===== config.mk =====
export PLATFORM = sky130hd
export DESIGN_NAME = fetch_unit
export DESIGN_NICKNAME = d
export VERILOG_FILES = /design/src/rtl/fetch_pkg.sv /design/src/rtl/fetch_fifo.sv /design/src/rtl/fetch_unit.sv
export SDC_FILE = /design/constraint.sdc
export NUM_CORES = 1
export LEC_CHECK = 0
export CAP_MARGIN = 20
export CORE_MARGIN = 1.5
export CORE_UTILIZATION = 40
export CTS_CLUSTER_DIAMETER = 30
export DETAILED_ROUTE_END_ITERATION = 7
export GPL_TIMING_DRIVEN = 0
export PLACE_DENSITY = 0.67
export SLEW_MARGIN = 5
export SYNTH_ARGS = -nofsm -noshare
export SYNTH_HDL_FRONTEND = slang
export SYNTH_SLANG_ARGS = --single-unit

===== constraint.sdc =====
create_clock -name clk -period 3.1 [get_ports clk]
set_clock_uncertainty 0.1 [all_clocks]
set_input_delay 0.465 -clock clk [delete_from_list [all_inputs] [get_ports clk]]
set_output_delay 0.465 -clock clk [all_outputs]
set_load 0.01 [all_outputs]

===== src/rtl/fetch_pkg.sv =====
`default_nettype none
// ============================================================================
//  Module      : fetch_pkg
//  Description : Shared types and constants for the instruction-fetch stage.
//                Defines the fetch FSM state encoding, the prefetch FIFO entry
//                layout {pc, instr}, and the instruction width / PC increment.
//  Revision    : 1.0  initial release
// ============================================================================
package fetch_pkg;

    localparam int          INSTR_W = 32;
    localparam logic [31:0] PC_INC  = 32'd4;

    typedef enum logic [1:0] {
        S_IDLE  = 2'd0,
        S_RUN   = 2'd1,
        S_REDIR = 2'd2
    } fetch_state_e;

    typedef struct packed {
        logic [31:0]        pc;
        logic [INSTR_W-1:0] instr;
    } fetch_entry_t;

endpackage : fetch_pkg
`default_nettype wire


===== src/rtl/fetch_fifo.sv =====
`default_nettype none
// ============================================================================
//  Module      : fetch_fifo
//  Description : Small synchronous prefetch FIFO of fetch_entry_t. Flush has
//                priority over push and pop. The head entry is read straight
//                from storage, so it stays stable while the FIFO is not popped.
//  Revision    : 1.0  initial release
//
//  Ports
//    clk          in   clock, rising edge
//    rst_n        in   asynchronous active-low reset
//    push_i       in   write push_data_i at the tail
//    push_data_i  in   entry to write
//    pop_i        in   remove the head entry
//    flush_i      in   discard all entries (push/pop ignored)
//    count_o      out  number of stored entries
//    valid_o      out  FIFO not empty
//    head_o       out  head entry
// ============================================================================
module fetch_fifo
    import fetch_pkg::*;
#(
    parameter int FIFO_DEPTH = 2
) (
    input  logic                              clk,
    input  logic                              rst_n,
    input  logic                              push_i,
    input  fetch_entry_t                      push_data_i,
    input  logic                              pop_i,
    input  logic                              flush_i,
    output logic [$clog2(FIFO_DEPTH+1)-1:0]   count_o,
    output logic                              valid_o,
    output fetch_entry_t                      head_o
);

    localparam int PTR_W = (FIFO_DEPTH > 1) ? $clog2(FIFO_DEPTH) : 1;
    localparam int CNT_W = $clog2(FIFO_DEPTH + 1);
    localparam logic [CNT_W-1:0] c_DEPTH = CNT_W'(FIFO_DEPTH);

    fetch_entry_t     mem_q [FIFO_DEPTH];
    logic [PTR_W-1:0] wr_ptr_q, wr_ptr_d;
    logic [PTR_W-1:0] rd_ptr_q, rd_ptr_d;
    logic [CNT_W-1:0] count_q,  count_d;
    logic             w_do_push;
    logic             w_do_pop;

    // Pop is only honoured when something is stored; push is accepted on a
    // full FIFO only if the head leaves in the same cycle.
    always_comb begin
        w_do_pop  = pop_i  && !flush_i && (count_q != '0);
        w_do_push = push_i && !flush_i && ((count_q != c_DEPTH) || w_do_pop);
    end

    always_comb begin
        wr_ptr_d = wr_ptr_q;
        rd_ptr_d = rd_ptr_q;
        count_d  = count_q;
        if (flush_i) begin
            wr_ptr_d = '0;
            rd_ptr_d = '0;
            count_d  = '0;
        end else begin
            // Depth is a power of two, so pointers wrap by natural overflow.
            if (w_do_push) wr_ptr_d = wr_ptr_q + PTR_W'(1);
            if (w_do_pop)  rd_ptr_d = rd_ptr_q + PTR_W'(1);
            unique case ({w_do_push, w_do_pop})
                2'b10:   count_d = count_q + CNT_W'(1);
                2'b01:   count_d = count_q - CNT_W'(1);
                default: count_d = count_q;
            endcase
        end
    end

    always_ff @(posedge clk or negedge rst_n) begin
        if (!rst_n) begin
            wr_ptr_q <= '0;
            rd_ptr_q <= '0;
            count_q  <= '0;
            for (int i = 0; i < FIFO_DEPTH; i++) begin
                mem_q[i] <= '0;
            end
        end else begin
            wr_ptr_q <= wr_ptr_d;
            rd_ptr_q <= rd_ptr_d;
            count_q  <= count_d;
            if (w_do_push) begin
                mem_q[wr_ptr_q] <= push_data_i;
            end
        end
    end

    assign count_o = count_q;
    assign valid_o = (count_q != '0);
    assign head_o  = mem_q[rd_ptr_q];

endmodule : fetch_fifo
`default_nettype wire


===== src/rtl/fetch_unit.sv =====
`default_nettype none
// ============================================================================
//  Module      : fetch_unit
//  Description : Instruction-fetch stage. Owns the PC, drives the word address
//                of a synchronous instruction memory, captures the returned
//                word one cycle later into a prefetch FIFO and hands
//                {pc, instr} to decode with a valid/ready handshake.
//                Supports branch redirect (with flush) and fetch enable/halt.
//                Optional macro FETCH_PERF_EN adds saturating perf counters.
//  Revision    : 1.0  initial release
//
//  Ports
//    clk               in   clock, rising edge
//    rst_n             in   asynchronous active-low reset
//    fetch_en          in   allow new fetch issue
//    br_valid          in   redirect request (single-cycle pulse)
//    br_target         in   redirect byte address, bits [1:0] ignored
//    imem_addr         out  memory word address = {2'b00, pc[31:2]}
//    imem_instruction  in   memory data, valid the cycle after the address
//    out_valid         out  FIFO head valid
//    out_ready         in   decode accepts the head
//    out_pc            out  byte PC of the head
//    out_instr         out  instruction of the head
//    perf_fetched      out  (FETCH_PERF_EN) accepted instructions
//    perf_bubble       out  (FETCH_PERF_EN) ready-but-empty cycles while active
//    perf_redirect     out  (FETCH_PERF_EN) redirect requests
// ============================================================================
module fetch_unit
    import fetch_pkg::*;
#(
    parameter int                ADDR_W     = 32,
    parameter logic [ADDR_W-1:0] RESET_PC   = '0,
    parameter int                FIFO_DEPTH = 2
) (
    input  logic               clk,
    input  logic               rst_n,
    input  logic               fetch_en,
    input  logic               br_valid,
    input  logic [ADDR_W-1:0]  br_target,
    output logic [ADDR_W-1:0]  imem_addr,
    input  logic [INSTR_W-1:0] imem_instruction,
    output logic               out_valid,
    input  logic               out_ready,
    output logic [ADDR_W-1:0]  out_pc,
    output logic [INSTR_W-1:0] out_instr
`ifdef FETCH_PERF_EN
    ,
    output logic [31:0]        perf_fetched,
    output logic [31:0]        perf_bubble,
    output logic [31:0]        perf_redirect
`endif
);

    localparam int               CNT_W   = $clog2(FIFO_DEPTH + 1);
    localparam logic [CNT_W:0]   c_DEPTH = (CNT_W + 1)'(FIFO_DEPTH);

    fetch_state_e      state_q, state_d;
    logic [ADDR_W-1:0] pc_q, pc_d;
    logic              inflight_q, inflight_d;
    logic [ADDR_W-1:0] inflight_pc_q, inflight_pc_d;

    logic              w_issue;
    logic              w_flush;
    logic              w_pop_req;
    logic              w_pop;
    logic              w_push;
    logic [CNT_W-1:0]  w_count;
    logic [CNT_W:0]    w_occupancy;
    logic              w_fifo_valid;
    fetch_entry_t      w_push_entry;
    fetch_entry_t      w_head;

    // ------------------------------------------------------------------
    // FSM: state register
    // ------------------------------------------------------------------
    always_ff @(posedge clk or negedge rst_n) begin
        if (!rst_n) begin
            state_q <= S_IDLE;
        end else begin
            state_q <= state_d;
        end
    end

    // ------------------------------------------------------------------
    // FSM: next state (redirect outranks fetch_en)
    // ------------------------------------------------------------------
    always_comb begin
        state_d = state_q;
        if (br_valid) begin
            state_d = S_REDIR;
        end else begin
            unique case (state_q)
                S_IDLE:  state_d = fetch_en ? S_RUN  : S_IDLE;
                S_RUN:   state_d = fetch_en ? S_RUN  : S_IDLE;
                S_REDIR: state_d = fetch_en ? S_RUN  : S_IDLE;
                default: state_d = S_IDLE;
            endcase
        end
    end

    // ------------------------------------------------------------------
    // FSM: outputs (issue / flush)
    // Occupancy counts the stored entries plus the word already in flight,
    // minus the head leaving this cycle, so a full FIFO cannot overflow.
    // The cycle after a redirect also issues (when enabled) so the target
    // word reaches decode three cycles after br_valid.
    // ------------------------------------------------------------------
    always_comb begin
        w_flush     = br_valid;
        w_occupancy = {1'b0, w_count} + (CNT_W + 1)'(inflight_q)
                    - (CNT_W + 1)'(w_pop_req);
        w_issue     = 1'b0;
        if (!br_valid && (w_occupancy < c_DEPTH)) begin
            unique case (state_q)
                S_RUN:   w_issue = 1'b1;
                S_REDIR: w_issue = fetch_en;
                default: w_issue = 1'b0;
            endcase
        end
    end

    // ------------------------------------------------------------------
    // PC and in-flight tag
    // ------------------------------------------------------------------
    always_comb begin
        pc_d          = pc_q;
        inflight_d    = w_issue;
        inflight_pc_d = inflight_pc_q;
        if (br_valid) begin
            pc_d = {br_target[ADDR_W-1:2], 2'b00};
        end else if (w_issue) begin
            pc_d = pc_q + ADDR_W'(PC_INC);
        end
        if (w_issue) begin
            inflight_pc_d = pc_q;
        end
    end

    always_ff @(posedge clk or negedge rst_n) begin
        if (!rst_n) begin
            pc_q          <= RESET_PC;
            inflight_q    <= 1'b0;
            inflight_pc_q <= '0;
        end else begin
            pc_q          <= pc_d;
            inflight_q    <= inflight_d;
            inflight_pc_q <= inflight_pc_d;
        end
    end

    assign imem_addr = {2'b00, pc_q[ADDR_W-1:2]};

    // ------------------------------------------------------------------
    // Prefetch FIFO
    // A response arriving in a redirect cycle belongs to the old stream and
    // is dropped; a pop in that cycle is ignored because everything flushes.
    // ------------------------------------------------------------------
    assign w_pop_req    = w_fifo_valid && out_ready;
    assign w_pop        = w_pop_req && !br_valid;
    assign w_push       = inflight_q && !br_valid;
    assign w_push_entry = '{pc: 32'(inflight_pc_q), instr: imem_instruction};

    fetch_fifo #(
        .FIFO_DEPTH (FIFO_DEPTH)
    ) u_fifo (
        .clk         (clk),
        .rst_n       (rst_n),
        .push_i      (w_push),
        .push_data_i (w_push_entry),
        .pop_i       (w_pop),
        .flush_i     (w_flush),
        .count_o     (w_count),
        .valid_o     (w_fifo_valid),
        .head_o      (w_head)
    );

    assign out_valid = w_fifo_valid;
    assign out_pc    = ADDR_W'(w_head.pc);
    assign out_instr = w_head.instr;

`ifdef FETCH_PERF_EN
    // ------------------------------------------------------------------
    // Saturating performance counters
    // ------------------------------------------------------------------
    logic [31:0] perf_fetched_q;
    logic [31:0] perf_bubble_q;
    logic [31:0] perf_redirect_q;

    always_ff @(posedge clk or negedge rst_n) begin
        if (!rst_n) begin
            perf_fetched_q  <= '0;
            perf_bubble_q   <= '0;
            perf_redirect_q <= '0;
        end else begin
            if (w_pop && (perf_fetched_q != '1)) begin
                perf_fetched_q <= perf_fetched_q + 32'd1;
            end
            if (out_ready && !w_fifo_valid && (state_q != S_IDLE)
                && (perf_bubble_q != '1)) begin
                perf_bubble_q <= perf_bubble_q + 32'd1;
            end
            if (br_valid && (perf_redirect_q != '1)) begin
                perf_redirect_q <= perf_redirect_q + 32'd1;
            end
        end
    end

    assign perf_fetched  = perf_fetched_q;
    assign perf_bubble   = perf_bubble_q;
    assign perf_redirect = perf_redirect_q;
`endif

endmodule : fetch_unit
`default_nettype wire


### Word-level counts from Yosys, hierarchy flattened

Cells that the tools add are included.

* register bits after elaboration: 199
* bits of input ports: 69
* output and inout port bits: 97
* word-level logic and storage cells: 66

* add/sub/neg operators: 7
* magnitude comparators: 4
* eq/ne operators: 5
* muxes and demuxes: 19
* bitwise operators: 2
* reduce and logical (&&, ||, !) cells: 18

Operator list (number)
* 2-to-1 mux 64 bit: 4
* bitwise mux 128 bit: 1
* demux 64 bit (select 1 bit): 1
* 2-to-1 mux 32 bit: 2
* adder 32 x 3 -> 32 bit, second input constant: 1
* logical AND 1 bit: 9
* nonzero test 2 bit: 4
* 2-to-1 mux 1 bit: 7
* equality test 2 x 1 -> 1 bit, second input constant: 2
* equality test 2 bit, second input constant: 2
* greater-or-equal comparator 2 bit, second input constant: 2
* 2-to-1 mux 2 bit: 2
* NOT 1 -> 2 bit: 2
* one-hot mux 2 bit (2 select lines): 1
* adder 2 x 1 -> 3 bit: 1
* < comparator 3 x 2 -> 1 bit, second input constant: 1
* nonzero test 3 bit: 1
* OR reduction 3 bit: 1
* subtractor 3 x 1 -> 3 bit: 1
* adder 1 bit, second input constant: 2
* adder 2 x 1 -> 2 bit, second input constant: 1
* zero test 2 bit: 1
* < comparator 2 x 1 -> 1 bit, second input constant: 1
* != test 2 bit, second input constant: 1
* other kinds (4): 4

### Depth between registers and ports, before layout

Gate-level depths: netlist (run 1).

* depth after elaboration: 10
* depth in mapped cells: 13
* mapped depth without buffers: 11

### Cells and area by module

Synthesis (run 1) repeated with hierarchy kept, for this count alone.

* cells, all modules: 723
* area, all modules: 9085.0 um^2

Modules (own cells, without submodules)
* fetch_fifo: times used 1, cells an instance 367, area an instance 5931.9 um^2, sequential area each 3303.2 um^2
* fetch_unit: times used 1, cells an instance 356, area an instance 3153.0 um^2, sequential area each 1576.5 um^2

### Least setup slack after synthesis (run 1)

No wires, ideal clock.

* path type: register -> register
* start point: reg u_fifo.count_q[0], in the netlist u_fifo.count_o[0]
* end point: reg pc_q[20]
* library setup time: 0.125 ns
* arrival time: 3.108 ns
* required time: 2.875 ns
* slack: -0.233 ns
* stages on the path, launching flop included: 13
* path buffers: 1
* clock period less this slack: 3.333 ns
* cells stage by stage: dfrtp_1 > clkbuf_1 > nor2_1 > inv_1 > and2_1 > ha_1 > nand2b_1 > fa_1 > xor2_2 > nor4_2 > nand4_1 > xnor2_1 > mux2_2

* cells in the longest elaborated chain, start to end: 7
* elaborated cells between the ends (all ways): 8
* classes of those cells: 2 x add/sub; 1 x order compare; 1 x mux; 4 x reduce/logical

RTL lines
* start: declaration: line fetch_fifo.sv:43 `logic [CNT_W-1:0] count_q, count_d;`
* start signal: assignment: line fetch_fifo.sv:85 `count_q <= count_d;`
* nonzero test 2 bit: line fetch_fifo.sv:93 `assign valid_o = (count_q != '0);`
* net out_valid: line fetch_unit.sv:42 `output logic out_valid,`
* logical AND 1 bit: line fetch_unit.sv:158 `assign w_pop_req = w_fifo_valid && out_ready;`
* subtractor 3 x 1 -> 3 bit: line fetch_unit.sv:111 `- (CNT_W + 1)'(w_pop_req);`
* < comparator 3 x 2 -> 1 bit: line fetch_unit.sv:113 `if (!br_valid && (w_occupancy < c_DEPTH)) begin`
* logical AND 1 bit: line fetch_unit.sv:113
* 2-to-1 mux 1 bit: line fetch_unit.sv:113
* nonzero test 2 bit (no source line)
* end signal: assignment: line fetch_unit.sv:145 `pc_q <= pc_d;`
* end: declaration: line fetch_unit.sv:58 `logic [ADDR_W-1:0] pc_q, pc_d;`

The timed path passes the listed nets, and every way through them passes these cells.
A chain may end at the register's enable or synchronous reset.

### Worst setup path in the final report (run 1)

* start point: reg u_fifo.count_q[1], in the netlist u_fifo.count_o[1]
* end point: reg pc_q[30]

* cells in the longest elaborated chain, start to end: 7
* elaborated cells between the ends (all ways): 8
* classes of those cells: 2 x add/sub; 1 x order compare; 1 x mux; 4 x reduce/logical

RTL lines (line)
* branches (longest 2 deep; another with adder 2 x 1 -> 3 bit)
* subtractor 3 x 1 -> 3 bit (*): fetch_unit.sv:111
* < comparator 3 x 2 -> 1 bit (*): fetch_unit.sv:113
* logical AND 1 bit (*): fetch_unit.sv:113
* 2-to-1 mux 1 bit (*): fetch_unit.sv:113
* nonzero test 2 bit (no source line) (*)

Every way passes the cells marked *.

==> summary.txt, run 1 <==
CTS root buf: clkbuf_16
Wirelength, routed: 20.38 mm
Unrepaired setup endpoints after global routing: true
Antenna cells: 0
Leakage: 5.084 nW
Drt drc: 0
Grt ovf: 0
Peak supply drop: 0.4187 mV
Mux cell area share after synthesis: 28.81%
Logic gate share of total power: 27.5%
Die width: 149.6 um
Clock network power share: 28.8%
Top cells by area, synth: dfrtp_1 (56%), mux2_2 (28%), xor2_1 (1.9%)
Power density over the cells: 683.5 mW/mm^2
Max-Cap Viols: 0
Vias: 5711
Internal power: 5.746 mW
Syn Area/Cell: 13.58 sq um
Worst relative slew slack: 44.72%
Die height: 149.6 um
Crit path DAT: 3.26 ns
GP Congestion: 0.8137
Mapped cell area: 0.008593 sq mm
Largest net degree at the start of global routing: 100
Max frequency: 0.3260 GHz
All-layer global routing usage: 19.07%
Final ANT Viol Nets: 0
Initial antenna violation count: 0
Type of destination of the critical path: flip-flop
First-pass GRT wire length: 32.67 mm
Pre-antenna DRT Iters: 5
Tcrit/Tclk final: 98.97%
XOR/XNOR Fraction of Synth Area: 3.247%
Vias in the first global route: 6073
Clk sinks: 191
Area delta synth->final: 33.26%
Post-DP HPWL: 14.57 mm
Fin area: 0.01145 sq mm
Seq/Total Area, Yosys: 55.62%
Skew-Pair Late Insertion Delay: 0.42 ns
Largest area contributor in the synthesized netlist: dfrtp_1
Crit Path Max Fanout: 5
Final hold vios: 0
Number of buffers created by CTS: 17
Rows: 53
Core Region: 0.02102 sq mm
CTS tree: built
Net Sw Frac: 26.59%
Synthesis-stage register bit count: 191
Pre-CTS setup slack: -0.7616 ns
Fraction of layout cells with a size suffix above 1: 36.80%
Switching pwr: 2.081 mW
Initial core utilization: 40.88%
Io pins: 166
Gate count of the mapped netlist: 633
Max Slew Vio Count: 0
Worst-margin pin slew: 0.8292 ns
Placed cell area: 0.01061 sq mm
Fin crit period: 3.068 ns
CTS clk-pin slew, worst paths: 0.07 ns
Distinct cells, synth: 38
Starting DRT DRC Count: 237
Synth Area in Compound Gates: 2.155%
Startpoint types: flip-flop
Die area: 0.02237 sq mm
Final setup fails: 0
Final Net Count: 908
Final worst slack: 0.03204 ns
PortBufs: 159
Synth warnings: 0
Wire length per cell: 18.20 um
Area share of the largest cell type after synthesis: 55.62%
Adder-cell share of the synthesized area: 0.9610%
Type of the most critical hold path: in -> reg
Req. time, crit path: 3.30 ns
Flop pwr share: 43.7%
Area share of and/or/nand/nor cells after synthesis: 6.974%
Largest family of logic cells by synthesized area: multiplexers
Setup_tns: 0 ns
Worst setup path category: reg -> reg
H-tree levels: 4
Via/cell ratio: 5.099
Longest Clk Path Bufs: 2
Status: complete, no violations
## path summary, 6_finish.rpt
kind                                          startpoint  cells after the start                       endpoint  slack (ns)
max                        u_fifo.count_o[1]$_DFFE_PN0P_                     11           pc_q[30]$_DFFE_PN0P_        0.03
min                                            out_ready                      3  u_fifo.count_o[0]$_DFFE_PN0P_        0.28
max reg2reg                u_fifo.count_o[1]$_DFFE_PN0P_                     11           pc_q[30]$_DFFE_PN0P_        0.03
min reg2reg                u_fifo.mem_q[102]$_DFFE_PN0P_                      1  u_fifo.mem_q[102]$_DFFE_PN0P_        0.39
max in group asynchronous                          rst_n                      3   u_fifo.mem_q[15]$_DFFE_PN0P_        1.46
min in group asynchronous                          rst_n                      2            pc_q[2]$_DFFE_PN0P_        0.51
## cell usage in the layout, fill, tap and decap left out, drive strengths merged, types with 2 or more instances in the layout
master         instances
mux2                 219
nand3                 13
clkbuf                28
clkinvlp               3
buf                   45
nor2                  11
dfrtp                191
o21ai                 29
conb                   4
and4                   2
ha                     5
bufinv                 3
nor4                   6
nand2                 36
nand2b                 3
xor2                  20
xnor2                 11
a21oi                  3
clkdlybuf4s50        157
and3                   6
clkinv                 3
and2                   3
inv                    9
nand4                 16
nor3                   6
nor4b                  2
## area by class of cell
cell class,instances,area (sq um)
plain buffers,33,186.4
clock buffers,19,452.9
clock inverters,12,157.7
fillers,1727,9570
inverters,6,22.52
multi-input cells,404,3726
flip-flops and latches,191,4782
well taps,275,344.1
repair buffers,180,1779
## power groups by stage
stage / logic [mW] / registers (mW) / clock network, mW
global placement: 2.09 / 3.42 / 0
floorplan: 1.09 / 3.34 / 0
global route: 2.31 / 3.51 / 2.42
CTS: 2.18 / 3.42 / 2.32
detailed placement: 2.15 / 3.47 / 0
finish: 2.15 / 3.42 / 2.25
## Yosys cell counts
| cell type | count |
|---|---|
| mux2_2 | 214 |
| a22oi_1 | 1 |
| xnor2_1 | 11 |
| nand2_1 | 36 |
| nor2_1 | 11 |
| a21oi_1 | 3 |
| nor4_1 | 4 |
| nand3_1 | 13 |
| nor4b_4 | 2 |
| xor2_1 | 19 |
| o21ai_0 | 26 |
| o21ai_1 | 3 |
| a2111oi_0 | 1 |
| inv_1 | 6 |
| nand4_1 | 16 |
| nor3b_1 | 1 |
| buf_1 | 5 |
| mux2i_1 | 1 |
| ha_1 | 5 |
| or3_1 | 1 |
| xor2_2 | 1 |
| and3_1 | 6 |
| nor3_2 | 1 |
| and4_1 | 2 |
| clkbuf_1 | 11 |
| fa_1 | 1 |
| conb_1 | 1 |
| dfrtp_1 | 191 |
| buf_4 | 4 |
| mux2_1 | 5 |
| a31o_2 | 1 |
| nor4_2 | 2 |
| and2_1 | 3 |
| or4_4 | 1 |
| nand3b_1 | 1 |
| buf_2 | 15 |
| nand2b_1 | 3 |
| nor3_1 | 5 |
## stage by stage
step	utilization (%)	power [mW]	instances	hold slack (ns)
6_report	54.47	7.826	1120	0.2793
5_1_grt	54.47	8.242	1120	0.2881
4_1_cts	53.97	7.924	1111	0.3869
3_5_place_dp	50.47	5.617	1071	0.3755
3_3_place_gp	50.31	5.508	1070	0.3651
2_1_floorplan	-	4.435	636	0.06941
## sequential cells by signal (all words and copies together), names as in the netlist
signal           flops
u_fifo.mem_q       124
inflight_pc_q       30
pc_q                30
state_q              2
u_fifo.count_o       2
inflight_q           1
u_fifo.rd_ptr_q      1
u_fifo.wr_ptr_q      1
## critical path: stages (launching register included)
cell      delay (ns)
dfrtp_2         0.43
nor2_4          0.13
inv_2           0.05
and2_4          0.17
ha_4            0.20
nand2b_4        0.13
fa_2            0.40
xor2_4          0.19
or4_4           0.59
nor4b_4         0.31
xnor2_1         0.16
o21ai_1         0.08
## repair_timing
item                       CTS  global route
hold buffers                 1             0
hold endpoints to repair    43             0
pin swaps                    7             6
setup endpoints to repair  117            42
resized for setup           18             5
setup buffers               10             9
## metal layers
layer | track usage (%) | vias up | wire (um) | part of all wire, %
met4 | 6.188 | 0 | 268 | 1.3
met2 | 32.00 | 150 | 10320 | 51
met1 | 24.89 | 2888 | 8932 | 44
li1 | - | 2657 | - | -
met3 | 3.537 | 16 | 860 | 4.2
met5 | 0 | - | 0 | 0
## logic make-up (layout without fill, tap and decap cells)
kind of cell,Yosys count,count (layout)
AOI/OAI and AO/OA,35,35
xor gates and xnor gates,31,31
adders and majority gates,6,6
buffers and inverters,41,250
DFF,191,191
muxes,220,220
other,1,4
and+or+nand+nor,108,108
No activity file was read; power rests on OpenSTA's default activity.
==> inputs of run 2 (changes only) <==
--- a/config.mk
+++ b/config.mk
@@ -11,8 +11,9 @@
 export CTS_CLUSTER_DIAMETER = 30
 export DETAILED_ROUTE_END_ITERATION = 7
 export GPL_TIMING_DRIVEN = 0
-export PLACE_DENSITY = 0.67
+export PLACE_DENSITY = 0.66
 export SLEW_MARGIN = 5
 export SYNTH_ARGS = -nofsm -noshare
 export SYNTH_HDL_FRONTEND = slang
+export SYNTH_HIERARCHICAL = 1
 export SYNTH_SLANG_ARGS = --single-unit
==> summary.txt, run 2 <==
Status: complete, but fails checks (was complete, no violations)
Failing checks: hold timing, setup timing
Mapped cell area: 0.009085 sq mm (was 0.008593 sq mm)
Fraction of layout cells with a size suffix above 1: 34.18% (was 36.80%)
Drt drc: 0 (unchanged)
Largest net degree at the start of global routing: 112 (was 100)
Crit path DAT: 3.46 ns (was 3.26 ns)
Die height: 153.7 um (was 149.6 um)
Peak supply drop: 0.2810 mV (was 0.4187 mV)
Longest Clk Path Bufs: 2 (unchanged)
Largest area contributor in the synthesized netlist: dfrtp_1 (unchanged)
Max Slew Vio Count: 0 (unchanged)
Gate count of the mapped netlist: 723 (was 633)
Power density over the cells: 578.7 mW/mm^2 (was 683.5 mW/mm^2)
Fin crit period: 3.253 ns (was 3.068 ns)
Type of the most critical hold path: in -> async (was in -> reg)
Max reg flops: 128 (was 124)
Grt ovf: 0 (unchanged)
Worst-margin pin slew: 0.8696 ns (was 0.8292 ns)
Area delta synth->final: 33.91% (was 33.26%)
CTS tree: built (unchanged)
Distinct cells, synth: 52 (was 38)
Starting DRT DRC Count: 503 (was 237)
Crit Path Max Fanout: 5 (unchanged)
Final std cells w/o fill: 1225 (was 1120)
Seq/Total Area, Yosys: 53.71% (was 55.62%)
All-layer global routing usage: 20.40% (was 19.07%)
Final Net Count: 1007 (was 908)
CTS clk-pin slew, worst paths: 0.08 ns (was 0.07 ns)
Final ANT Viol Nets: 0 (unchanged)
Antenna cells: 0 (unchanged)
Leakage: 5.743 nW (was 5.084 nW)
Max-Cap Viols: 0 (unchanged)
First-pass GRT wire length: 37.65 mm (was 32.67 mm)
Commonest cells after routing, fill and taps aside: dfrtp_1 (194), clkdlybuf4s50_1 (159), mux2_2 (143), nand2_1 (119), mux2_4 (49) (was mux2_2 (214), dfrtp_1 (189), clkdlybuf4s50_1 (157), nand2_1 (36), o21ai_0 (26))
Commonest non-fill, non-tap cell in the layout: dfrtp_1 (was mux2_2)
Pwr Total: 7.040 mW (was 7.826 mW)
Worst setup path category: reg -> reg (unchanged)
Post-synth EDFFs: 0 (unchanged)
Top cells by area, synth: dfrtp_1 (54%), mux2_2 (18%), mux2_4 (8.1%) (was dfrtp_1 (56%), mux2_2 (28%), xor2_1 (1.9%))
Rows: 54 (was 53)
Die area: 0.02363 sq mm (was 0.02237 sq mm)
Max frequency: 0.3074 GHz (was 0.3260 GHz)
CTS root buf: clkbuf_16 (unchanged)
Area share of the largest cell type after synthesis: 53.71% (was 55.62%)
Tcrit/Tclk final: 104.9% (was 98.97%)
Req. time, crit path: 3.31 ns (was 3.30 ns)
Worst relative slew slack: 42.02% (was 44.72%)
GP Congestion: 0.7976 (was 0.8137)
Post-DP HPWL: 15.46 mm (was 14.57 mm)
Clk sinks: 195 (was 191)
Most frequent cell after synthesis: dfrtp_1 (was mux2_2)
Synth warnings: 6 (was 0)
Initial core utilization: 41.25% (was 40.88%)
Wire length per cell: 19.22 um (was 18.20 um)
Synth async-reset ratio: 100.0% (unchanged)
Largest Register: u_fifo/mem_q (was u_fifo.mem_q)
Initial antenna violation count: 0 (unchanged)
Syn Area/Cell: 12.57 sq um (was 13.58 sq um)
Via/cell ratio: 5.299 (was 5.099)
Io pins: 166 (unchanged)
Predominant post-synthesis flop cell: dfrtp_1 (unchanged)
PortBufs: 161 (was 159)
WHS: -0.04655 ns (was 0.2793 ns)
Synthesis-stage register bit count: 195 (was 191)
Final hold vios: 17 (was 0)
Largest registers: u_fifo/mem_q (128), inflight_pc_q (30), pc_q (30) (was u_fifo.mem_q (124), inflight_pc_q (30), pc_q (30))
Number of buffers created by CTS: 17 (unchanged)
Final setup fails: 40 (was 0)
Wirelength, routed: 23.55 mm (was 20.38 mm)
Type of destination of the critical path: flip-flop (unchanged)
Top post-synthesis cells by count: dfrtp_1 (195), mux2_2 (143), nand2_1 (121) (was mux2_2 (214), dfrtp_1 (191), nand2_1 (36))
Placed Cells: 1170 (was 1071)
Startpoint types: flip-flop (unchanged)
Core Region: 0.02203 sq mm (was 0.02102 sq mm)
H-tree levels: 4 (unchanged)
Pre-antenna DRT Iters: 5 (unchanged)
Die width: 153.7 um (was 149.6 um)
Vias: 6491 (was 5711)
Setup_tns: -2.846 ns (was 0 ns)
Unrepaired setup endpoints after global routing: true (unchanged)
Skew-Pair Late Insertion Delay: 0.43 ns (was 0.42 ns)
Final worst slack: -0.1526 ns (was 0.03204 ns)
Vias in the first global route: 6691 (was 6073)
-- run 2: area by class of cell --
cell class / instances / area (sq um)
Clock buffer: 17 / 425.4
Timing Repair Buffer: 187 / 1889
Inverter: 9 / 46.29
Multi-Input combinational cell: 479 / 4068
Buffer: 43 / 360.3
Clock inverter: 15 / 145.1
Sequential cell: 195 / 4881
Fill cell: 1874 / 9861
Tap cell: 280 / 350.3
-- run 2: power breakdown --
part	total, mW	switching, mW	internal (mW)
sequential	3.22	0.295	2.93
combinational	1.68	0.624	1.06
clock	2.14	1.07	1.07
-- run 2: what timing repair did --
action / in CTS / in global routing
endpoints found under the setup margin: 240 / 70
hold buffers: 0 / 0
resized for setup: 51 / 44
pin swaps: 9 / 13
buffers inserted: 13 / 8
cloned: 2 / 2
-- run 2: cells by family (layout without fill, tap and decap cells) --
group,after synthesis,count (layout),share of synthesized area (%)
XOR/XNOR,3,3,0.2893
buffers and inverters,54,271,3.250
AO/OA/AOI/OAI,68,68,5.165
AND/OR/NAND/NOR,202,202,10.59
flip-flops,195,195,53.71
adder cells (fa/ha/maj),6,6,0.9090
other,1,6,0.04128
multiplexers,194,194,26.04
-- run 2: path summary, 6_finish.rpt --
check	cells after the start	to	from	slack, ns
setup / recovery	15	pc_q[22]$_DFFE_PN0P_	u_fifo/count_o[0]$_DFFE_PN0P_	-0.15
min in group clk	2	inflight_pc_q[20]$_DFFE_PN0P_	inflight_pc_q[20]$_DFFE_PN0P_	0.40
setup reg to reg	15	pc_q[22]$_DFFE_PN0P_	u_fifo/count_o[0]$_DFFE_PN0P_	-0.15
max in group asynchronous	2	u_fifo/count_o[1]$_DFFE_PN0P_	rst_n	1.99
hold reg to reg	2	inflight_pc_q[20]$_DFFE_PN0P_	inflight_pc_q[20]$_DFFE_PN0P_	0.40
hold / removal	1	u_fifo/mem_q[73]$_DFFE_PN0P_	rst_n	-0.05
-- run 2: through the flow --
step                instance area (sq um)  util, %  setup slack [ns]
floorplan                            9149        -           -0.1080
global placement                    11110    50.44            -7.643
detailed placement                  11140    50.59            -1.147
CTS                                 11960    54.29           -0.1412
global route                        12170    55.23           -0.2469
finish                              12170    55.23           -0.1526
-- run 2: critical path: stages (launching register included) --
cell and delay (ns):
dfrtp_1 0.39, buf_6 0.13, nor2_4 0.09, inv_2 0.05
and2_4 0.14, ha_4 0.20, nand2b_4 0.14, fa_1 0.52
nand2b_1 0.06, or4_4 0.56, clkinv_8 0.09, nand3_4 0.07
buf_4 0.17, buf_6 0.12, o211ai_1 0.17, o311ai_1 0.12
-- run 2: layer usage --
metal	GRT usage, %	share of wire (%)	wire (um)	vias up
li1	-	-	-	2985
met1	29.03	46	10950	3262
met2	31.46	47	11150	229
met3	4.312	5.4	1271	15
met4	5.779	0.77	181	0
met5	0	0	0	-
